[src/rtl/term_pkg.sv]
// ============================================================================
// Module      : term_pkg
// Description : Shared terminal definitions: ASCII codes, decoder states and
//               default screen geometry. Also used by termbuffer.
// Revision    : 1.0 - initial release
// ============================================================================
`default_nettype none

package term_pkg;

    localparam int COLS_DEF = 80;
    localparam int ROWS_DEF = 24;

    localparam logic [7:0] c_esc    = 8'h1B;
    localparam logic [7:0] c_cr     = 8'h0D;
    localparam logic [7:0] c_lf     = 8'h0A;
    localparam logic [7:0] c_bs     = 8'h08;
    localparam logic [7:0] c_sp     = 8'h20;
    localparam logic [7:0] c_lbrack = 8'h5B;
    localparam logic [7:0] c_semi   = 8'h3B;

    typedef enum logic [1:0] {
        ST_GROUND = 2'd0,
        ST_ESC    = 2'd1,
        ST_CSI    = 2'd2,
        ST_SWEEP  = 2'd3
    } state_t;

endpackage

`default_nettype wire

[src/rtl/vt_param_acc.sv]
// ============================================================================
// Module      : vt_param_acc
// Description : Two 8-bit saturating decimal accumulators for CSI parameters,
//               selected by an index that a separator advances once.
// Revision    : 1.0 - initial release
// ============================================================================
`default_nettype none

module vt_param_acc (
    input  logic       clk,
    input  logic       rst,
    input  logic       clr,
    input  logic       dig_v,
    input  logic [3:0] dig,
    input  logic       sep,
    output logic [7:0] p0,
    output logic [7:0] p1
);

    logic       r_idx;
    logic [7:0] r_p0;
    logic [7:0] r_p1;
    logic [7:0] w_cur;
    logic [11:0] w_prod;
    logic [7:0] w_sat;

    // Next value of the selected parameter: P*10+d, clipped at 255
    always_comb begin
        w_cur  = r_idx ? r_p1 : r_p0;
        w_prod = ({4'b0, w_cur} * 12'd10) + {8'b0, dig};
        w_sat  = (w_prod > 12'd255) ? 8'd255 : w_prod[7:0];
    end

    // Parameter registers; a second separator leaves the index on P1
    always_ff @(posedge clk or posedge rst) begin
        if (rst) begin
            r_idx <= 1'b0;
            r_p0  <= 8'd0;
            r_p1  <= 8'd0;
        end else if (clr) begin
            r_idx <= 1'b0;
            r_p0  <= 8'd0;
            r_p1  <= 8'd0;
        end else if (dig_v) begin
            if (r_idx) r_p1 <= w_sat;
            else       r_p0 <= w_sat;
        end else if (sep) begin
            r_idx <= 1'b1;
        end
    end

    assign p0 = r_p0;
    assign p1 = r_p1;

endmodule

`default_nettype wire

[src/rtl/vt_decoder.sv]
// ============================================================================
// Module      : vt_decoder
// Description : Terminal byte-stream decoder: printable ASCII, CR/LF/BS and a
//               VT100 CSI subset (H/f, A-D, 2J, K) driving a character-cell
//               write port.
// Revision    : 1.0 - initial release
// ============================================================================
`default_nettype none

module vt_decoder
    import term_pkg::*;
#(
    parameter int COLS = COLS_DEF,
    parameter int ROWS = ROWS_DEF,
    parameter int AW   = $clog2(COLS * ROWS)
) (
    input  logic          clk,
    input  logic          rst,
    input  logic [7:0]    i_byte,
    input  logic          i_byte_v,
    output logic          o_byte_done,
    output logic          o_we,
    output logic [AW-1:0] o_addr,
    output logic [7:0]    o_char,
    output logic [4:0]    o_row,
    output logic [6:0]    o_col,
    output logic          o_busy
);

    localparam logic [4:0]    c_row_max  = 5'(ROWS - 1);
    localparam logic [6:0]    c_col_max  = 7'(COLS - 1);
    localparam logic [AW-1:0] c_cols_aw  = AW'(COLS);
    localparam logic [AW-1:0] c_last     = AW'(COLS * ROWS - 1);

    state_t        r_state;
    logic          r_done, r_we, r_busy;
    logic [AW-1:0] r_addr, r_end;
    logic [7:0]    r_char;
    logic [4:0]    r_row;
    logic [6:0]    r_col;

    logic          w_accept, w_digit, w_final, w_printable;
    logic [7:0]    p0, p1, w_n, w_m1;
    logic [AW-1:0] w_row_base, w_cur_addr;
    logic [8:0]    w_row_sum, w_col_sum;
    logic [4:0]    w_h_row, w_row_up, w_row_dn, w_row_inc;
    logic [6:0]    w_h_col, w_col_lt, w_col_rt;

    // Byte classification, addressing and clamped cursor candidates
    always_comb begin
        w_accept    = i_byte_v && !r_busy && !r_done;
        w_digit     = (i_byte >= 8'h30) && (i_byte <= 8'h39);
        w_final     = (i_byte >= 8'h40) && (i_byte <= 8'h7E);
        w_printable = (i_byte >= 8'h20) && (i_byte <= 8'h7E);
        w_row_base  = AW'(r_row) * c_cols_aw;
        w_cur_addr  = w_row_base + AW'(r_col);
        w_n         = (p0 == 8'd0) ? 8'd1 : p0;
        w_row_inc   = (r_row == c_row_max) ? 5'd0 : r_row + 5'd1;
        // Absolute position: 0 treated as 1, then converted to 0-based and clamped
        w_m1        = p0 - 8'd1;
        w_h_row     = (p0 == 8'd0) ? 5'd0 : (p0 > 8'(ROWS)) ? c_row_max : w_m1[4:0];
        w_m1        = p1 - 8'd1;
        w_h_col     = (p1 == 8'd0) ? 7'd0 : (p1 > 8'(COLS)) ? c_col_max : w_m1[6:0];
        // Relative moves clamp at the screen edges
        w_row_up    = ({3'b0, r_row} <= w_n) ? 5'd0 : r_row - w_n[4:0];
        w_col_lt    = ({1'b0, r_col} <= w_n) ? 7'd0 : r_col - w_n[6:0];
        w_row_sum   = {4'b0, r_row} + {1'b0, w_n};
        w_col_sum   = {2'b0, r_col} + {1'b0, w_n};
        w_row_dn    = (w_row_sum > {4'b0, c_row_max}) ? c_row_max : w_row_sum[4:0];
        w_col_rt    = (w_col_sum > {2'b0, c_col_max}) ? c_col_max : w_col_sum[6:0];
    end

    vt_param_acc u_param_acc (
        .clk   (clk),
        .rst   (rst),
        .clr   (w_accept && (r_state == ST_ESC) && (i_byte == c_lbrack)),
        .dig_v (w_accept && (r_state == ST_CSI) && w_digit),
        .dig   (i_byte[3:0]),
        .sep   (w_accept && (r_state == ST_CSI) && (i_byte == c_semi)),
        .p0    (p0),
        .p1    (p1)
    );

    // Decoder state machine with registered write port and handshake
    always_ff @(posedge clk or posedge rst) begin
        if (rst) begin
            r_state <= ST_GROUND;
            r_done  <= 1'b0;
            r_we    <= 1'b0;
            r_busy  <= 1'b0;
            r_addr  <= '0;
            r_end   <= '0;
            r_char  <= 8'd0;
            r_row   <= 5'd0;
            r_col   <= 7'd0;
        end else begin
            r_done <= 1'b0;
            r_we   <= 1'b0;
            case (r_state)
                ST_GROUND: if (w_accept) begin
                    r_done <= 1'b1;
                    if (w_printable) begin
                        r_we   <= 1'b1;
                        r_addr <= w_cur_addr;
                        r_char <= i_byte;
                        if (r_col == c_col_max) begin
                            r_col <= 7'd0;
                            r_row <= w_row_inc;
                        end else begin
                            r_col <= r_col + 7'd1;
                        end
                    end else if (i_byte == c_cr) begin
                        r_col <= 7'd0;
                    end else if (i_byte == c_lf) begin
                        r_row <= w_row_inc;
                    end else if (i_byte == c_bs) begin
                        if (r_col != 7'd0) r_col <= r_col - 7'd1;
                    end else if (i_byte == c_esc) begin
                        r_state <= ST_ESC;
                    end
                end
                ST_ESC: if (w_accept) begin
                    r_done  <= 1'b1;
                    r_state <= (i_byte == c_lbrack) ? ST_CSI : ST_GROUND;
                end
                ST_CSI: if (w_accept) begin
                    r_done <= 1'b1;
                    if (w_digit || (i_byte == c_semi)) begin
                        r_state <= ST_CSI;
                    end else if (i_byte == c_esc) begin
                        r_state <= ST_ESC;
                    end else begin
                        r_state <= ST_GROUND;
                        if (w_final) begin
                            case (i_byte)
                                8'h48, 8'h66: begin
                                    r_row <= w_h_row;
                                    r_col <= w_h_col;
                                end
                                8'h41: r_row <= w_row_up;
                                8'h42: r_row <= w_row_dn;
                                8'h43: r_col <= w_col_rt;
                                8'h44: r_col <= w_col_lt;
                                // Erases hold the ack until the sweep finishes
                                8'h4A: if (p0 == 8'd2) begin
                                    r_done  <= 1'b0;
                                    r_state <= ST_SWEEP;
                                    r_busy  <= 1'b1;
                                    r_we    <= 1'b1;
                                    r_addr  <= '0;
                                    r_end   <= c_last;
                                    r_char  <= c_sp;
                                end
                                8'h4B: if (p0 == 8'd0) begin
                                    r_done  <= 1'b0;
                                    r_state <= ST_SWEEP;
                                    r_busy  <= 1'b1;
                                    r_we    <= 1'b1;
                                    r_addr  <= w_cur_addr;
                                    r_end   <= w_row_base + AW'(c_col_max);
                                    r_char  <= c_sp;
                                end
                                default: ;
                            endcase
                        end
                    end
                end
                ST_SWEEP: begin
                    if (r_addr == r_end) begin
                        r_busy  <= 1'b0;
                        r_done  <= 1'b1;
                        r_state <= ST_GROUND;
                    end else begin
                        r_we   <= 1'b1;
                        r_addr <= r_addr + AW'(1);
                    end
                end
                default: r_state <= ST_GROUND;
            endcase
        end
    end

    assign o_byte_done = r_done;
    assign o_we        = r_we;
    assign o_addr      = r_addr;
    assign o_char      = r_char;
    assign o_row       = r_row;
    assign o_col       = r_col;
    assign o_busy      = r_busy;

endmodule

`default_nettype wire

[config.mk]
export PLATFORM = sky130hd
export DESIGN_NAME = vt_decoder
export DESIGN_NICKNAME = d
export VERILOG_FILES = /design/src/rtl/term_pkg.sv /design/src/rtl/vt_param_acc.sv /design/src/rtl/vt_decoder.sv
export SDC_FILE = /design/constraint.sdc
export NUM_CORES = 1
export LEC_CHECK = 0
export ABC_AREA = 1
export CORE_MARGIN = 5
export CORE_UTILIZATION = 60
export CTS_CLUSTER_DIAMETER = 120
export DETAILED_ROUTE_END_ITERATION = 10
export PLACE_DENSITY = 0.81
export SYNTH_ARGS = -nofsm -noshare
export SYNTH_HDL_FRONTEND = slang
export SYNTH_SLANG_ARGS = --single-unit
[constraint.sdc]
create_clock -name clk -period 4.2 [get_ports clk]
set_clock_uncertainty 0.15 [all_clocks]
set_input_delay 0.42 -clock clk [delete_from_list [all_inputs] [get_ports clk]]
set_output_delay 0.42 -clock clk [all_outputs]
set_load 0.1 [all_outputs]
# Word level (Yosys, flattened, before mapping)

Cells that the tools add are included.

Add/sub/neg operators: 13
Multipliers: 2
Magnitude comparators: 12
Eq/ne operators: 50
Mux-type cells: 116
Bitwise operators: 2
Reduce and logical (&&, ||, !) cells: 36

Operators with widths:

| operator              | count |
|---|---|
| $mux W8               | 17 |
| $mux W11              | 11 |
| $mux W7               | 15 |
| $eq A8 B7 Y1 const B  | 9 |
| $mux W5               | 14 |
| $pmux W11 S2          | 2 |
| $pmux W11 S3          | 1 |
| $ne A2 B2 Y1 const B  | 16 |
| $pmux W8 S2           | 2 |
| $mux W2               | 15 |
| $reduce_and A10 Y1    | 3 |
| $mux W1               | 27 |
| $eq A8 B4 Y1 const B  | 3 |
| $pmux W7 S3           | 1 |
| $reduce_and A9 Y1     | 2 |
| $ge A8 B6 Y1 const B  | 2 |
| $logic_not A8 Y1      | 2 |
| $ne A3 B3 Y1 const B  | 5 |
| $pmux W5 S3           | 1 |
| $pmux W7 S2           | 1 |
| $sub A7 B1 Y7 const B | 2 |
| $add A12 B4 Y12       | 1 |
| $gt A12 B8 Y1 const B | 1 |
| $ne A4 B4 Y1 const B  | 3 |
| other kinds (49)      | 75 |

Bits in registers: 64
Input port bits: 11
Output and inout port bits: 34
Word-level logic and storage cells: 243

# Longest topological paths before layout

Depth after elaboration: 11
Mapped depth: 22
Depth with buffers taken out: 22

# Cells and area by module

From an unflattened synthesis, not the netlist that was laid out.

Cells, all modules: 1008
Area, all modules: 6515.0 um^2

By module, submodules not included:

| module       | times used | cells an instance | area an instance (um^2) | sequential area each (um^2) |
|---|---|---|---|---|
| vt_decoder   | 1          | 824               | 5192.5                  | 1101.1 |
| vt_param_acc | 1          | 184               | 1322.5                  | 425.4 |

# Worst setup path before layout

OpenSTA, ideal clock, no wires.

Kind: reg-to-reg
Start point: register u_param_acc.r_idx
End point: register u_param_acc.r_p1[3], in the netlist u_param_acc.p1[3]
Library setup time: 128 ps
Arrival time: 2929 ps
Required time: 3922 ps
Path slack: 993 ps
Stages on the path, launching flop included: 18
Path buffers: 2
Clock period less this slack: 3207 ps
Cell sequence: dfrtp_1 buf_2 clkbuf_1 nand2_1 o21ai_0 ha_1 ha_1 fa_1 nand3_1 nand2_1 xor2_1 inv_1 nor2_1 nor2_1 nor2_1 nand3_1 nand3_1 o21ai_0

Cells in the longest elaborated chain, start to end: 8
Elaborated cells between the ends (all ways): 10
Those cells by class: add/sub (1); mul (1); order compare (1); mux (5); reduce/logical (2)

RTL lines:

| item                   | line               | RTL |
|---|---|---|
| start, declared        | vt_param_acc.sv:20 | `logic r_idx;` |
| start signal, assigned | vt_param_acc.sv:37 | `r_idx <= 1'b0;` |
| start signal, assigned | vt_param_acc.sv:41 | `r_idx <= 1'b0;` |
| start signal, assigned | vt_param_acc.sv:48 | `r_idx <= 1'b1;` |
| $mux W8                | vt_param_acc.sv:29 | `w_cur = r_idx ? r_p1 : r_p0;` |
| $mul A8 B3 Y11         | vt_param_acc.sv:30 | `w_prod = ({4'b0, w_cur} * 12'd10) + {8'b0, dig};` |
| $add A12 B4 Y12        | vt_param_acc.sv:30 |  |
| $gt A12 B8 Y1          | vt_param_acc.sv:31 | `w_sat = (w_prod > 12'd255) ? 8'd255 : w_prod[7:0];` |
| $mux W8                | vt_param_acc.sv:31 |  |
| $mux W8                | vt_param_acc.sv:45 | `if (r_idx) r_p1 <= w_sat;` |
| $mux W8                | vt_param_acc.sv:44 | `end else if (dig_v) begin` |
| $mux W8                | vt_param_acc.sv:40 | `end else if (clr) begin` |
| end signal, assigned   | vt_param_acc.sv:45 |  |
| end, declared          | vt_param_acc.sv:22 | `logic [7:0] r_p1;` |

Several ways; a longest one is shown, not always the timed one. The select of a mux whose other input is x is not followed.
A chain may end at the register's enable or synchronous reset.

# Final worst setup path

Start point: register u_param_acc.r_idx
End point: register u_param_acc.r_p0[2], in the netlist u_param_acc.p0[2]

Cells in the longest elaborated chain, start to end: 8
Elaborated cells between the ends (all ways): 10
Those cells by class: add/sub (1); mul (1); order compare (1); eq/ne (1); mux (5); reduce/logical (1)

RTL lines:

| item                 | line               | RTL |
|---|---|---|
| $mux W8              | vt_param_acc.sv:29 |  |
| $mul A8 B3 Y11       | vt_param_acc.sv:30 |  |
| $add A12 B4 Y12      | vt_param_acc.sv:30 |  |
| $gt A12 B8 Y1        | vt_param_acc.sv:31 |  |
| $mux W8              | vt_param_acc.sv:31 |  |
| $mux W8              | vt_param_acc.sv:45 |  |
| $mux W8              | vt_param_acc.sv:44 |  |
| $mux W8              | vt_param_acc.sv:40 |  |
| end signal, assigned | vt_param_acc.sv:46 | `else r_p0 <= w_sat;` |
| end, declared        | vt_param_acc.sv:21 | `logic [7:0] r_p0;` |

Several ways; a longest one is shown, not always the timed one. The select of a mux whose other input is x is not followed.

==> out/qor.txt <==
Status - complete, no violations
Antenna Diode Count - 0
Fin Hold WS - 0.285 ns
Clock slew at reported path FFs - 0.08 ns
RR Endpoint - u_param_acc.p0[2]$_DFFE_PP0P_
Crit path from - u_param_acc.r_idx$_DFFE_PP0P_
Dpl cell area - 6740 µm²
Netlist cell types - 48
TritonCTS clock tree - built
Fraction of registers with async set/reset - 1.00
RSZ-0062 raised after global routing - no
Fin. Hold Viols - 0
Std-Cell Rows - 37
Core area - 10,200 µm²
Hold-fix buffers at CTS - 0
CTS H-tree lvls - 3
CTS Sinks - 61
Fraction of layout cells with a size suffix above 1 - 0.0580
Total CTS buffers - 9
Clk buf depth - 2
Routed Antenna Nets - 0
Syn_area_per_cell - 6.89 µm²
Synth Instances - 906
Fin area - 6910 µm²
DR vias/cell - 5.55
Main synth FF type - dfrtp_1
Post-CTS sizing - 0
Ports - 45
Most common cell after layout, fill and taps aside - nand2_1
Vias in the first global route - 5,668
GPL Wtd Cong - 0.930
Clock insertion delay at the later pin of the skew report - 0.36 ns
Largest net degree at the start of global routing - 36
Worst-path maximum fanout - 19
Tmin final - 3.67 ns
Arrival time worst endpoint - 3.74 ns
Worst VDD drop - 0.124 mV
Final setup fails - 0
Slew Limit Fails - 0
Max_cap viols - 0
First-pass GRT wire length - 26.9 mm
Most frequent cells in the layout - 213 x nand2_1, 115 x inv_1, 93 x nor2_1
Synth Register Bits - 61
GRT Resource Usage Total - 0.260
Via count - 6,018
Total setup buffers inserted after CTS - 0
R2R cell count - 14
Least-Margin Pin Slew - 0.977 ns
TritonRoute pass-1 iters - 5
Register area share after synthesis - 0.245
Hold/Removal Path Class - input pin to asynchronous set/reset pin
Crit start category - flip-flop
Non-filler cells, final - 1,084
Max Fclk - 272 MHz
CP Class - flip-flop to flip-flop
Nets - 1,022
Leak - 3.39 nW
Crit end category - flip-flop
DP Cell Count - 1,068
Initial antenna violation count - 0
Syn_nets - 985
Synthesized area - 6240 µm²
Worst Path Required - 4.27 ns
Worst slew margin - 0.347
Post-synth EDFFs - 0
Port bufs - 44
Routed wire length - 15.8 mm
YS warnings - 0
Pwr Density - 199 nW/µm²
GRT Residual Overflow - 0
Residual DRC - 0
Die Width - 112 µm
Die area - 12,500 µm²
Vert. Die Dim - 112 µm
RR Startpoint - u_param_acc.r_idx$_DFFE_PP0P_
Initial Util - 0.610
Critical Path Sink - u_param_acc.p0[2]$_DFFE_PP0P_
WL per Instance - 14.6 µm
Hpwl dp - 12.6 mm
Reg2reg setup slack - 0.53 ns
TNS Setup - 0 ns
DRT iter0 DRCs - 268
Final period util - 0.875
Synth-to-layout area growth - 10.6%
Root Buffer - clkbuf_8
-- per-stage QoR --
| step | setup slack [ns] | util | power [W] |
|---|---|---|---|
| 6_report | 0.527 | 0.675 | 0.00138 |
| 5_1_grt | 0.181 | 0.675 | 0.00145 |
| 4_1_cts | 0.535 | 0.675 | 0.00138 |
| 3_5_place_dp | 0.543 | 0.659 | 0.000907 |
| 3_3_place_gp | 0.655 | 0.659 | 0.000905 |
| 2_1_floorplan | 0.993 | - | 0.000831 |
-- worst max-delay path, stage by stage, from the launching register on --
cell      delay, ns
dfrtp_1        0.59
o21ai_0        0.51
ha_1           0.33
ha_1           0.22
fa_1           0.40
nand3_1        0.11
nand2_1        0.07
xor2_1         0.17
inv_1          0.06
nor2_1         0.08
nor2_1         0.05
nor2_1         0.40
nand3b_1       0.19
nand3_1        0.11
o21ai_0        0.11
-- logic make-up after synthesis --
logic type,Yosys count,share of synthesized area
AO/OA/AOI/OAI,143,0.136
XOR/XNOR,43,0.0603
adder cells (fa/ha/maj),68,0.146
buffers and inverters,145,0.0956
flip-flops,61,0.245
AND/OR/NAND/NOR,446,0.318
-- cell type report --
class | instances | area [µm²]
tap | 136 | 170
fill | 917 | 3320
sequential | 61 | 1530
clock inverter | 6 | 38.8
clock buffer | 10 | 128
multi-input combinational | 700 | 4120
timing repair buffer | 46 | 455
inverter | 125 | 469
-- layer usage --
| metal | vias to the layer above | track usage | wire length [µm] |
|---|---|---|---|
| li1 | 3065 | - | - |
| met1 | 2735 | 0.332 | 6940 |
| met2 | 171 | 0.437 | 7550 |
| met3 | 47 | 0.0435 | 747 |
| met4 | 0 | 0.107 | 601 |
| met5 | - | 0 | 0 |
-- power breakdown --
group	internal, W	total, W	switching (W)
Sequential	0.000595	0.000610	0.0000159
Combinational	0.0000930	0.000287	0.000194
Clock	0.000213	0.000479	0.000266
-- synthesized netlist by cell type, types with 3 or more instances --
library cell	instances	area (µm²)
clkbuf_1	8	30.0
inv_1	116	435
nor3_1	14	70.1
xor2_1	36	315
buf_4	3	22.5
nor2_1	93	349
or2_2	3	18.8
ha_1	60	751
o22ai_1	5	31.3
nand2_1	213	800
buf_6	5	56.3
o21ai_1	7	35.0
nand3b_1	4	30.0
nor4_1	4	25.0
fa_1	8	160
a21oi_1	37	185
dfrtp_1	61	1530
nand4_1	17	106
nor2_2	3	18.8
o31ai_2	3	37.5
o21ai_0	58	290
buf_2	3	15.0
nor2_4	4	45.0
o31ai_1	5	37.5
a31oi_1	7	43.8
nand3_1	79	395
xnor2_1	7	61.3
o211ai_1	3	22.5
inv_2	9	33.8
nand3_2	3	30.0
a22oi_1	4	30.0
-- state kept, by name, summed over array words and instances (netlist names) --
| signal | flops |
|---|---|
| o_col | 7 |
| r_end | 8 |
| u_param_acc.r_idx | 1 |
| r_state | 2 |
| o_char | 8 |
| u_param_acc.p1 | 8 |
| o_addr | 11 |
| u_param_acc.p0 | 8 |
| o_row | 5 |
| o_we | 1 |
| o_busy | 1 |
| o_byte_done | 1 |
-- worst min path at each step --
stage                              to  cells past startpoint
3_5_place_dp     r_end[3]$_DFFE_PP0P_                      2
2_1_floorplan    r_end[3]$_DFFE_PP0P_                      2
6_report        o_char[5]$_DFFE_PP0P_                      2
3_3_place_gp     r_end[3]$_DFFE_PP0P_                      2
5_1_grt         o_char[5]$_DFFE_PP0P_                      2
4_1_cts        r_state[1]$_DFFE_PP0P_                      2
Power figures use the tool's default switching activity.
